$ cat src/rtl/exe_hilo_muldiv_pkg.sv
// Shared definitions for the HI/LO multiply/divide unit: op codes, FSM states, widths.
package exe_hilo_muldiv_pkg;

    localparam int WIDTH_DEF = 32;

    localparam logic [5:0] OP_MFHI  = 6'h10;
    localparam logic [5:0] OP_MTHI  = 6'h11;
    localparam logic [5:0] OP_MFLO  = 6'h12;
    localparam logic [5:0] OP_MTLO  = 6'h13;
    localparam logic [5:0] OP_MULT  = 6'h18;
    localparam logic [5:0] OP_MULTU = 6'h19;
    localparam logic [5:0] OP_DIV   = 6'h1A;
    localparam logic [5:0] OP_DIVU  = 6'h1B;

    typedef enum logic [1:0] {
        ST_IDLE = 2'd0,
        ST_MUL  = 2'd1,
        ST_DIV  = 2'd2,
        ST_FIX  = 2'd3
    } state_t;

    function automatic logic is_muldiv_op(input logic [5:0] op);
        return (op == OP_MULT) || (op == OP_MULTU) || (op == OP_DIV) || (op == OP_DIVU);
    endfunction

endpackage

$ cat src/rtl/exe_hilo_muldiv_if.sv
// ID/EXE-side bundle for the HI/LO unit: operation/operands in, HI/LO and status out.
interface exe_hilo_muldiv_if
    import exe_hilo_muldiv_pkg::*;
#(
    parameter int WIDTH = WIDTH_DEF
);
    logic [5:0]       in_Operation;
    logic             in_HiLo_Write;
    logic [WIDTH-1:0] in_Read_Data1;
    logic [WIDTH-1:0] in_Read_Data2;
    logic             in_Flush;
    logic [WIDTH-1:0] out_HI;
    logic [WIDTH-1:0] out_LO;
    logic             out_Busy;
    logic             out_Done;

    modport master (
        output in_Operation, in_HiLo_Write, in_Read_Data1, in_Read_Data2, in_Flush,
        input  out_HI, out_LO, out_Busy, out_Done
    );

    modport slave (
        input  in_Operation, in_HiLo_Write, in_Read_Data1, in_Read_Data2, in_Flush,
        output out_HI, out_LO, out_Busy, out_Done
    );
endinterface

$ cat src/rtl/exe_hilo_muldiv_step.sv
// One combinational iteration: shift-add multiply step or restoring divide step.
module exe_hilo_muldiv_step #(
    parameter int WIDTH = 32
) (
    input  logic             is_div,
    input  logic [WIDTH-1:0] hi_in,
    input  logic [WIDTH-1:0] lo_in,
    input  logic [WIDTH-1:0] operand,
    output logic [WIDTH-1:0] hi_out,
    output logic [WIDTH-1:0] lo_out
);
    logic [WIDTH:0]   sum;
    logic [WIDTH:0]   shifted;
    logic [WIDTH-1:0] diff;
    logic             ge;

    always_comb begin
        // Multiply: {hi,lo} is the product/multiplier pair, shifted right each step.
        sum     = {1'b0, hi_in} + (lo_in[0] ? {1'b0, operand} : '0);
        // Divide: hi is the remainder, lo shifts the dividend out and the quotient in.
        shifted = {hi_in, lo_in[WIDTH-1]};
        ge      = (shifted >= {1'b0, operand});
        // Only used when ge, where the true difference is below the divisor and fits WIDTH bits.
        diff    = shifted[WIDTH-1:0] - operand;
        if (is_div) begin
            hi_out = ge ? diff : shifted[WIDTH-1:0];
            lo_out = {lo_in[WIDTH-2:0], ge};
        end else begin
            hi_out = sum[WIDTH:1];
            lo_out = {sum[0], lo_in[WIDTH-1:1]};
        end
    end
endmodule

$ cat src/rtl/exe_hilo_muldiv.sv
// Iterative MULT/MULTU/DIV/DIVU unit owning the HI/LO registers; state advances on negedge clk.
module exe_hilo_muldiv
    import exe_hilo_muldiv_pkg::*;
#(
    parameter int WIDTH = WIDTH_DEF,
    parameter int CNT_W = 6
) (
    input logic               clk,
    input logic               rst_n,
    exe_hilo_muldiv_if.slave  bus
);
    state_t           state, state_nx;
    logic [CNT_W-1:0] cnt;
    logic [WIDTH-1:0] hi, lo;
    logic             done;

    logic [WIDTH-1:0] hi_acc, lo_acc, opnd;
    logic             is_div, dz, sign_q, sign_r;

    logic [WIDTH-1:0] a_mag, b_mag, step_hi, step_lo, fix_hi, fix_lo;
    logic [2*WIDTH-1:0] prod_fix;
    logic             op_signed, op_div;
    logic             start, step_en, fix_wr, wr_hi, wr_lo;

    function automatic logic [WIDTH-1:0] neg_w(input logic [WIDTH-1:0] v, input logic neg);
        return neg ? -v : v;
    endfunction

    function automatic logic [2*WIDTH-1:0] neg_2w(input logic [2*WIDTH-1:0] v, input logic neg);
        return neg ? -v : v;
    endfunction

    assign op_signed = ~bus.in_Operation[0];
    assign op_div    = bus.in_Operation[1];
    assign a_mag = (op_signed && bus.in_Read_Data1[WIDTH-1]) ? -bus.in_Read_Data1 : bus.in_Read_Data1;
    assign b_mag = (op_signed && bus.in_Read_Data2[WIDTH-1]) ? -bus.in_Read_Data2 : bus.in_Read_Data2;

    exe_hilo_muldiv_step #(.WIDTH(WIDTH)) u_step (
        .is_div  (is_div),
        .hi_in   (hi_acc),
        .lo_in   (lo_acc),
        .operand (opnd),
        .hi_out  (step_hi),
        .lo_out  (step_lo)
    );

    always_comb begin
        state_nx = state;
        start    = 1'b0;
        step_en  = 1'b0;
        fix_wr   = 1'b0;
        wr_hi    = 1'b0;
        wr_lo    = 1'b0;
        case (state)
            ST_IDLE: begin
                if (bus.in_HiLo_Write) begin
                    if (is_muldiv_op(bus.in_Operation)) begin
                        if (!bus.in_Flush) begin
                            start    = 1'b1;
                            state_nx = op_div ? ST_DIV : ST_MUL;
                        end
                    end else if (bus.in_Operation == OP_MTHI) begin
                        wr_hi = 1'b1;
                    end else if (bus.in_Operation == OP_MTLO) begin
                        wr_lo = 1'b1;
                    end
                end
            end
            ST_MUL, ST_DIV: begin
                if (bus.in_Flush) begin
                    state_nx = ST_IDLE;
                end else if (state == ST_DIV && dz) begin
                    state_nx = ST_FIX;
                end else begin
                    step_en = 1'b1;
                    if (cnt == CNT_W'(WIDTH - 1)) state_nx = ST_FIX;
                end
            end
            ST_FIX: begin
                state_nx = ST_IDLE;
                fix_wr   = !bus.in_Flush;
            end
            default: state_nx = ST_IDLE;
        endcase
    end

    // Sign correction; a divide-by-zero start clears both sign flags so its raw result passes through.
    always_comb begin
        prod_fix = neg_2w({hi_acc, lo_acc}, sign_q);
        if (is_div) begin
            fix_hi = neg_w(hi_acc, sign_r);
            fix_lo = neg_w(lo_acc, sign_q);
        end else begin
            fix_hi = prod_fix[2*WIDTH-1:WIDTH];
            fix_lo = prod_fix[WIDTH-1:0];
        end
    end

    always_ff @(negedge clk or negedge rst_n) begin
        if (!rst_n) begin
            state <= ST_IDLE;
            cnt   <= '0;
            hi    <= '0;
            lo    <= '0;
            done  <= 1'b0;
        end else begin
            state <= state_nx;
            done  <= fix_wr;
            cnt   <= step_en ? cnt + CNT_W'(1) : '0;
            if (fix_wr) begin
                hi <= fix_hi;
                lo <= fix_lo;
            end else begin
                if (wr_hi) hi <= bus.in_Read_Data1;
                if (wr_lo) lo <= bus.in_Read_Data1;
            end
        end
    end

    always_ff @(negedge clk) begin
        if (start) begin
            is_div <= op_div;
            opnd   <= op_div ? b_mag : a_mag;
            if (op_div && bus.in_Read_Data2 == '0) begin
                dz     <= 1'b1;
                hi_acc <= bus.in_Read_Data1;
                lo_acc <= '1;
                sign_q <= 1'b0;
                sign_r <= 1'b0;
            end else begin
                dz     <= 1'b0;
                hi_acc <= '0;
                lo_acc <= op_div ? a_mag : b_mag;
                sign_q <= op_signed & (bus.in_Read_Data1[WIDTH-1] ^ bus.in_Read_Data2[WIDTH-1]);
                sign_r <= op_signed & bus.in_Read_Data1[WIDTH-1];
            end
        end else if (step_en) begin
            hi_acc <= step_hi;
            lo_acc <= step_lo;
        end
    end

    assign bus.out_HI   = hi;
    assign bus.out_LO   = lo;
    assign bus.out_Busy = (state != ST_IDLE);
    assign bus.out_Done = done;
endmodule
$ cat src/flat_wrapper.sv
// flat-port wrapper written by rule: the top's interface ports become plain ports
module exe_hilo_muldiv_flat import exe_hilo_muldiv_pkg::*;
#(
    parameter int WIDTH = WIDTH_DEF,
    parameter int CNT_W = 6
)
  (clk, rst_n, bus_in_Operation, bus_in_HiLo_Write, bus_in_Read_Data1, bus_in_Read_Data2, bus_in_Flush, bus_out_HI, bus_out_LO, bus_out_Busy, bus_out_Done);
  exe_hilo_muldiv_if #(.WIDTH(WIDTH)) bus_i ();
  input logic clk;
  input logic rst_n;
  input wire logic [$bits(bus_i.in_Operation)-1:0] bus_in_Operation;
  input wire logic [$bits(bus_i.in_HiLo_Write)-1:0] bus_in_HiLo_Write;
  input wire logic [$bits(bus_i.in_Read_Data1)-1:0] bus_in_Read_Data1;
  input wire logic [$bits(bus_i.in_Read_Data2)-1:0] bus_in_Read_Data2;
  input wire logic [$bits(bus_i.in_Flush)-1:0] bus_in_Flush;
  output wire logic [$bits(bus_i.out_HI)-1:0] bus_out_HI;
  output wire logic [$bits(bus_i.out_LO)-1:0] bus_out_LO;
  output wire logic [$bits(bus_i.out_Busy)-1:0] bus_out_Busy;
  output wire logic [$bits(bus_i.out_Done)-1:0] bus_out_Done;
  assign bus_i.in_Operation = bus_in_Operation;
  assign bus_i.in_HiLo_Write = bus_in_HiLo_Write;
  assign bus_i.in_Read_Data1 = bus_in_Read_Data1;
  assign bus_i.in_Read_Data2 = bus_in_Read_Data2;
  assign bus_i.in_Flush = bus_in_Flush;
  assign bus_out_HI = bus_i.out_HI;
  assign bus_out_LO = bus_i.out_LO;
  assign bus_out_Busy = bus_i.out_Busy;
  assign bus_out_Done = bus_i.out_Done;
  exe_hilo_muldiv #(.WIDTH(WIDTH), .CNT_W(CNT_W)) u_core (.clk(clk), .rst_n(rst_n), .bus(bus_i));
endmodule
$ cat config.mk
export PLATFORM = sky130hd
export DESIGN_NAME = exe_hilo_muldiv_flat
export DESIGN_NICKNAME = d
export VERILOG_FILES = /design/src/rtl/exe_hilo_muldiv_pkg.sv /design/src/rtl/exe_hilo_muldiv_if.sv /design/src/rtl/exe_hilo_muldiv_step.sv /design/src/rtl/exe_hilo_muldiv.sv /design/src/flat_wrapper.sv
export SDC_FILE = /design/constraint.sdc
export NUM_CORES = 1
export LEC_CHECK = 0
export CAP_MARGIN = 20
export CORE_MARGIN = 2
export CORE_UTILIZATION = 30
export DETAILED_ROUTE_END_ITERATION = 8
export GPL_TIMING_DRIVEN = 0
export SYNTH_ARGS = -nofsm -noshare
export SYNTH_HDL_FRONTEND = slang
export SYNTH_SLANG_ARGS = --single-unit
$ cat constraint.sdc
create_clock -name clk -period 6.4 [get_ports clk]
set_input_delay 0.64 -clock clk [delete_from_list [all_inputs] [get_ports clk]]
set_output_delay 0.64 -clock clk [all_outputs]
set_load 0.1 [all_outputs]
==> summary.txt <==
Yosys
  – Post-synth EDFFs: 100
  – Ranking of synthesized cells by area: edfxtp_1 (20%), dfrtn_1 (12%), mux2i_1 (8.7%)
  – Yosys top cell area share: 0.197
  – Netlist cell types: 81
  – Synthesized instance count: 1820
  – Post-synth net total: 1969
  – Synth Area per Inst: 8.39 sq um
  – Synth Register Bits: 173
  – Sequential cell area fraction in the yosys report: 0.316
  – Post-synth top flop: edfxtp_1
  – Ys async rst share: 0.422
  – Post-synthesis cell area: 15300 sq um
  – Synth warn: 0
  – Leading area contributor after synthesis: edfxtp_1

GRT
  – Tot GR Track Use: 0.246
  – M2 GR Usage: 0.410
  – Largest net degree at the start of global routing: 54
  – Vias in the first global route: 15715
  – Congestion Overflow GR: 0
  – First-pass GRT wire length: 97.4 mm
  – GR peak layer: met2
  – Met1 Track Usage GR: 0.313
  – Antenna violations before repair: 0
  – Global Route met3 Usage: 0.0362

Timing
  – Final setup viols: 0
  – Fin Setup TNS: 0 ns
  – Slew Viols, Final: 0
  – Slew headroom: 0.298
  – Post-Route Skew: 0.0788 ns
  – Worst Max-Slew Pin Slew: 1.05 ns
  – Hold Violations, Final: 0
  – Fin Hold WS: 0.404 ns

Finish
  – Final core occ: 0.377
  – Multi-input gate area: 10000 sq um
  – Fill cells: 5194
  – Reg area: 4830 sq um
  – Area grow syn2layout: 23.9%
  – Fin nets: 2240
  – Most common cell after layout, fill and taps aside: nand2_1
  – Antenna Cells: 0
  – Commonest non-fill, non-tap cells in the layout: nand2_1 (171), inv_1 (162), a21oi_1 (162)
  – Layout cells sized above 1: 0.0689

Routing
  – Initial drt markers: 1700
  – DRC viols: 0
  – Avg WL per Cell: 23.8 um
  – DRT Pass-1 Iters: 8
  – Final wirelength: 65.9 mm
  – Remaining antenna violation count: 0
  – Vias per Instance: 5.70
  – Vias post-DR: 15826

Clock network
  – Clock Path Buffers: 2
  – Skew-Pair Late Insertion Delay: 0.50 ns
  – Cts hold-fix bufs: 0
  – Num CTS Buffers: 17
  – Clock Sink Count: 173
  – CTS H-tree depth: 4
  – Clock tree from TritonCTS: done
  – Root buffer selected by CTS: clkbuf_16
  – Clock transition at the registers of the reported paths: 0.05 ns

Floorplanning
  – IO Count: 140
  – Effective utilization at floorplan: 0.304
  – Core area: 50200 sq um
  – Die height: 230 um
  – Die area: 52700 sq um
  – Die span in x: 230 um
  – Core Rows: 82

Setup path
  – Nature of the critical path startpoint: input port
  – Largest stage delay on the critical path: 0.51 ns
  – Top Family by Delay on Critical Path: simple AND/OR/NAND/NOR gates
  – Critical Path Fanout Max: 6
  – Worst Path Arrival: 3.44 ns
  – Critical Path, Cell by Cell: dlygate4sd2_1 -> or3_4 -> or3_4 -> or4_4 -> or4_4 -> buf_12 -> nor2_4 -> buf_6 -> nand2_2 -> o21ai_1 -> a31oi_1 -> o311ai_1
  – Critical path class: input port to flip-flop
  – CP required: 3.49 ns
  – CP Buf/Inv Count: 3
  – Critical Path End Type: flip-flop
  – CP max-delay cell: or4_4

Worst hold path
  – Worst hold-check path type: flip-flop to flip-flop

Power and ir drop
  – Worst vdd rail ir drop: 0.293 mV
  – P per Cell Area: 475 nW/um^2
  – Final Power: 0.00899 W
  – P_leak: 7.91 nW

Placement
  – Input/output buffers: 132
  – Routability Congestion: 0.957
  – Post-detail-place hpwl: 51.1 mm

Job
  – Max-Cap Viols: 0

Status
  – Status: completed
-- per-layer routing --
metal  wire (um)  share of wire
met1       27200           0.41
met2       31200           0.47
met3        4660          0.071
met4        2900          0.044
met5           0              0
-- final timing paths --
kind	start	end	slack (ns)	depth (start not counted)
max in group asynchronous	rst_n	u_core.bus.out_HI[4]	2.59	2
worst min-delay path	u_core.cnt[0]	u_core.cnt[0]	0.40	1
worst max register to register	u_core.hi_acc[2]	u_core.hi_acc[9]	1.73	11
worst max-delay path	bus_in_Read_Data2[11]	u_core.hi_acc[31]	0.05	12
min in group asynchronous	rst_n	u_core.bus.out_LO[24]	3.19	1
worst min register to register	u_core.cnt[0]	u_core.cnt[0]	0.40	1
-- worst reg2reg max path, delay by kind of cell (launching register included) --
family / cells / cell delay (ns)
AOI/OAI and AO/OA: 6 / 1.43
and+or+nand+nor: 2 / 1.04
buffers and inverters: 1 / 0.68
DFF: 1 / 0.54
adders and majority gates: 1 / 0.43
muxes: 1 / 0.28
-- kinds of logic after synthesis --
family | after synthesis | share of synthesized area
adder cells (fa/ha/maj) | 75 | 0.0624
XOR/XNOR | 166 | 0.0952
multiplexers | 133 | 0.0872
flip-flops | 173 | 0.316
buffers and inverters | 167 | 0.0429
AO/OA/AOI/OAI | 558 | 0.223
AND/OR/NAND/NOR | 548 | 0.173
-- stage by stage --
stage	instance area, sq um	setup WS [ns]	std cells
floorplan	15300	-0.00878	1820
global placement	17400	-2.05	2624
detailed placement	17500	-1.24	2628
CTS	18800	-0.0328	2772
global route	18900	-0.0327	2776
finish	18900	0.0540	2776
-- registers in the layout (all words and copies together), names as in the netlist --
register	count
u_core.sign_r	1
u_core.is_div	1
u_core.dz	1
u_core.bus.out_Done	1
u_core.lo_acc	32
u_core.opnd	32
u_core.state	2
u_core.bus.out_LO	32
u_core.sign_q	1
u_core.hi_acc	32
u_core.cnt	6
u_core.bus.out_HI	32
-- repair_timing --
action	CTS	global route
resized for setup	96	31
buffers inserted	15	3
pin swaps	16	11
setup endpoints to repair	209	85
-- layout make-up --
cell class | instances | share of cell area
clock inverter | 113 | 0.0269
timing repair buffer | 156 | 0.0817
tap | 672 | 0.0444
buffer | 97 | 0.0238
multi-input combinational | 1480 | 0.530
inverter | 66 | 0.0138
sequential | 173 | 0.255
clock buffer | 19 | 0.0245
-- Yosys cell counts (4+ instances only) --
cell,count
nand2_1,176
a21oi_1,164
o21ai_0,154
nor2_1,147
mux2i_1,133
xnor2_1,116
edfxtp_1,100
clkbuf_1,78
dfrtn_1,73
ha_1,73
inv_1,64
xor2_1,50
nor3_1,43
a21o_1,41
nand3_1,39
o31ai_1,34
a211oi_1,21
o21ai_1,21
a31oi_1,18
nor4_1,17
or3_1,17
nand2b_1,16
nor2b_1,16
o211ai_1,15
nand4_1,14
or4_1,14
and3_1,12
buf_1,12
o21a_1,12
o21bai_1,10
a21boi_0,7
buf_2,7
nor3b_1,7
a22oi_1,6
a2bb2oi_1,6
o41ai_1,6
a211o_1,4
a221oi_1,4
-- report_power, final --
part	internal [W]	switching (W)	total, W
clock	0.000666	0.000704	0.00137
combinational	0.00173	0.00362	0.00535
sequential	0.00171	0.000558	0.00227
Power figures use the tool's default switching activity.
==> edit 1, RTL diff (same flow settings) <==
`CNT_W` is set to 6 in 2 places; all go to 8.
--- a/src/rtl/exe_hilo_muldiv.sv
+++ b/src/rtl/exe_hilo_muldiv.sv
@@ -3,7 +3,7 @@
     import exe_hilo_muldiv_pkg::*;
 #(
     parameter int WIDTH = WIDTH_DEF,
-    parameter int CNT_W = 6
+    parameter int CNT_W = 8
 ) (
     input logic               clk,
     input logic               rst_n,
--- a/src/flat_wrapper.sv
+++ b/src/flat_wrapper.sv
@@ -2,7 +2,7 @@
 module exe_hilo_muldiv_flat import exe_hilo_muldiv_pkg::*;
 #(
     parameter int WIDTH = WIDTH_DEF,
-    parameter int CNT_W = 6
+    parameter int CNT_W = 8
 )
   (clk, rst_n, bus_in_Operation, bus_in_HiLo_Write, bus_in_Read_Data1, bus_in_Read_Data2, bus_in_Flush, bus_out_HI, bus_out_LO, bus_out_Busy, bus_out_Done);
   exe_hilo_muldiv_if #(.WIDTH(WIDTH)) bus_i ();
Check against the original RTL: no difference found for any inputs over 4 cycles, from zero or initial values and one cycle with rst_n low; that may be too few to reach the edited logic, so the function may still have changed.
==> edit 1 against the unedited design <==
The flow now finishes with violations (negative setup slack). Register-to-register slack worse by 720 ps. Via count down 6.5%. Sequential share of layout area is 0.89 points higher. Wire length down 7.3%. Synthesized area is 2.4% lower. Sequential cell count is 2 higher. Critical endpoint is now u_core.lo_acc[27]$_DFFE_NP_. Largest cell class unchanged. Non-clock buffer count is 11 lower. Die area decreased by 2.3%. Setup slack lost 56 ps. Final area fell by 2.4%. Power grew 1.2%.
==> edit 1: results <==
set metrics [dict create \
    synth_compound_area_frac 0.199 \
    setup.worst_path.start "bus_in_Read_Data1[11]" \
    synth_xor_xnor_area_share 0.107 \
    tightest_slew_ps 1110 \
    buf_share 0.105 \
    r2r_start "u_core.lo_acc[0]$_DFFE_NP_" \
    status "finished, violations left" \
    gp_congestion 0.954 \
    nNetsFinal 2159 \
    syn-num-nets 1889 \
    r2r_slack_ps 1010 \
    finalWorstSetupSlack_ps -2.41 \
    nClkBuffers 20 \
    multi_input_area_share 0.518 \
    sh_seq_area 0.264 \
    r2r_end "u_core.bus.out_HI[8]$_DFFE_NN0P_" \
    setup_violations 1 \
    synth_fa_ha_area_frac 0.0639 \
    place_inst 2537 \
    nNonClkInverters 80 \
    grt_max_degree 46 \
    leakagePower_nw 7.74 \
    power_density_nw_per_um2 492 \
    multi_input_comb_cells 1394 \
    ir_drop_mv 0.325 \
    crit_path_end "u_core.lo_acc[27]$_DFFE_NP_" \
    async_reset_ff_frac 0.429 \
    placed_area_sq_um 17100 \
    drt-met1-wl_um 25500 \
    p_int_mw 4.18 \
    failed_checks "negative setup slack" \
    numPortBuffers 129 \
    avgSynthCellArea_sq_um 8.57 \
    firstDrtPassIters 5 \
]
edit 1: cell count changes in the layout (fill, tap and decap cells not counted), moves of 13 or more:
cell and change:
a21oi_1 -34, o21ai_0 -33, xor2_1 +27, o21ai_1 -22
a31oi_1 +21, inv_1 +18, clkdlybuf4s50_1 +15, and3_1 +14
nand3_1 -13
edit 1: per-stage QoR:
stage | util | power [mW] | worst slack [ps] | hold WS (ps)
global route | 0.377 | 9.60 | -131 | 449
finish | 0.377 | 9.10 | -2.41 | 396
global placement | 0.348 | 7.69 | -1850 | 395
detailed placement | 0.349 | 7.72 | -1780 | 401
CTS | 0.372 | 9.03 | -1.66 | 402
floorplan | - | 6.19 | -177 | 375
edit 1: logic make-up (layout without fill, tap and decap cells):
logic type / count (synthesis) / in the layout
AOI/OAI and AO/OA: 470 / 470
xor gates and xnor gates: 183 / 183
adders and majority gates: 75 / 75
buffers and inverters: 171 / 454
DFF: 175 / 175
muxes: 131 / 131
and+or+nand+nor: 535 / 535
==> edit 2, RTL diff (config.mk and constraints unchanged) <==
Without the edit above. Encoding of `state_t`: now one-hot (4 bits for 4 states).
--- a/src/rtl/exe_hilo_muldiv_pkg.sv
+++ b/src/rtl/exe_hilo_muldiv_pkg.sv
@@ -12,11 +12,11 @@
     localparam logic [5:0] OP_DIV   = 6'h1A;
     localparam logic [5:0] OP_DIVU  = 6'h1B;
 
-    typedef enum logic [1:0] {
-        ST_IDLE = 2'd0,
-        ST_MUL  = 2'd1,
-        ST_DIV  = 2'd2,
-        ST_FIX  = 2'd3
+    typedef enum logic [3:0] {
+        ST_IDLE = 4'b0001,
+        ST_MUL  = 4'b0010,
+        ST_DIV  = 4'b0100,
+        ST_FIX  = 4'b1000
     } state_t;
 
     function automatic logic is_muldiv_op(input logic [5:0] op);
Function: no difference found for any inputs over 4 cycles, from zero or initial values and one cycle with rst_n low; so few cycles prove little.
==> edit 2 against the unedited design <==
Setup slack worse by 14 ps. Utilization fell by 0.62 points. Synthesized area up 2.2%. Final area grew 0.77%. Global-route usage is 0.14 points lower. Wire length grew 1.7%. Via count is 3.4% higher. Sequential cell count is 2 higher.
Power is not compared: it rests on default switching activity, and its combinational part moved more than twofold at a synthesized area within 25%.
==> edit 2: results <==
set metrics [dict create \
    place_ws_ps -1270 \
    synthTopCellsByCount "nand2_1 (214), nor2_1 (177), a21oi_1 (152), xnor2_1 (108), o21ai_0 (105)" \
    status "finished clean" \
    vias 16400 \
    gp_congestion 1.01 \
    ir_drop_mv 0.196 \
    max-clock-path-buffers 2 \
    synth.area.top_cells "edfxtp_1 (19%), dfrtn_1 (12%), mux2i_1 (6.6%)" \
    ys_seq_area_frac 0.313 \
    fin_worst_skew_ps 76.8 \
    grt_max_degree 60 \
    syn-num-nets 2045 \
    r2r_cells 13 \
    critPathMaxFanout 10 \
    hpwlAfterDp_um 51400 \
    antenna_found_initial 2 \
    drt-initial-drc-count 1573 \
    nNetsFinal 2305 \
    placed_area_sq_um 17800 \
    grt_usage 0.244 \
    numPortBuffers 130 \
    drive_above_1_share 0.0612 \
    async_reset_ff_frac 0.429 \
    hold_depth 1 \
    slew_headroom 0.285 \
    firstDrtPassIters 6 \
    grt_pass1_wl_um 98000 \
]
[edit 2: path summary, 6_finish.rpt]
check / startpoint / endpoint / slack (ps)
worst max-delay path: bus_in_Read_Data2[7] / u_core.hi_acc[31]$_DFFE_NP_ / 40
worst min-delay path: u_core.cnt[0]$_DFF_NN0_ / u_core.cnt[0]$_DFF_NN0_ / 390
worst max register to register: u_core.lo_acc[0]$_DFFE_NP_ / u_core.hi_acc[31]$_DFFE_NP_ / 1350
worst min register to register: u_core.cnt[0]$_DFF_NN0_ / u_core.cnt[0]$_DFF_NN0_ / 390
max in group asynchronous: rst_n / u_core.state[0]$_DFFE_NN1P_ / 2600
min in group asynchronous: rst_n / u_core.bus.out_LO[15]$_DFFE_NN0P_ / 3160
[edit 2: timing repair]
action / in CTS / in global routing
hold buffers: 0 / 0
gates cloned: 0 / 1
pin swaps: 10 / 7
gates resized for setup: 58 / 33
setup buffers: 7 / 1
endpoints found under the setup margin: 203 / 111
[edit 2: cell families after synthesis]
kind of cell | share of synthesized area
AO/OA/AOI/OAI | 0.217
XOR/XNOR | 0.0988
adder cells (fa/ha/maj) | 0.0579
buffers and inverters | 0.0473
flip-flops | 0.313
multiplexers | 0.0733
AND/OR/NAND/NOR | 0.193
[edit 2: power breakdown]
group / switching (mW) / leakage, nW / internal [mW]
Clock: 0.748 / 0.832 / 0.617
Combinational: 0.939 / 5.01 / 0.329
Sequential: 0.0656 / 1.91 / 1.30
[edit 2: area by class of cell]
class / count / area (sq um)
Multi-Input combinational cell: 1532 / 10200
Inverter: 77 / 293
Antenna cell: 1 / 2.50
Tap cell: 680 / 851
Clock buffer: 17 / 425
Timing Repair Buffer: 142 / 1420
Clock inverter: 116 / 567
Buffer: 114 / 467
Sequential cell: 175 / 4880
Fill cell: 5342 / 32300
[edit 2: per-layer routing]
metal | vias up | share of wire | GRT usage
met4 | 0 | 0.052 | 0.125
met3 | 145 | 0.092 | 0.0614
met1 | 8005 | 0.41 | 0.313
met2 | 767 | 0.44 | 0.380
li1 | 7440 | - | -
met5 | - | 0 | 0
[edit 2: per-stage QoR]
stage          hold slack [ps]  instances
3_5_place_dp               394       2713
5_1_grt                    415       2853
3_3_place_gp               391       2710
4_1_cts                    395       2852
2_1_floorplan              364       1900
6_report                   392       2854
[edit 2: worst register-to-register path, cell delays in order (launching register included)]
cell,delay [ps]
edfxtp_1,570
inv_1,300
clkbuf_1,530
nor2_1,180
fa_1,460
a21oi_1,240
o22ai_1,190
o31ai_1,910
o211a_1,360
o31a_1,240
o21ai_0,140
a41o_1,310
o31ai_1,220
a22oi_1,130
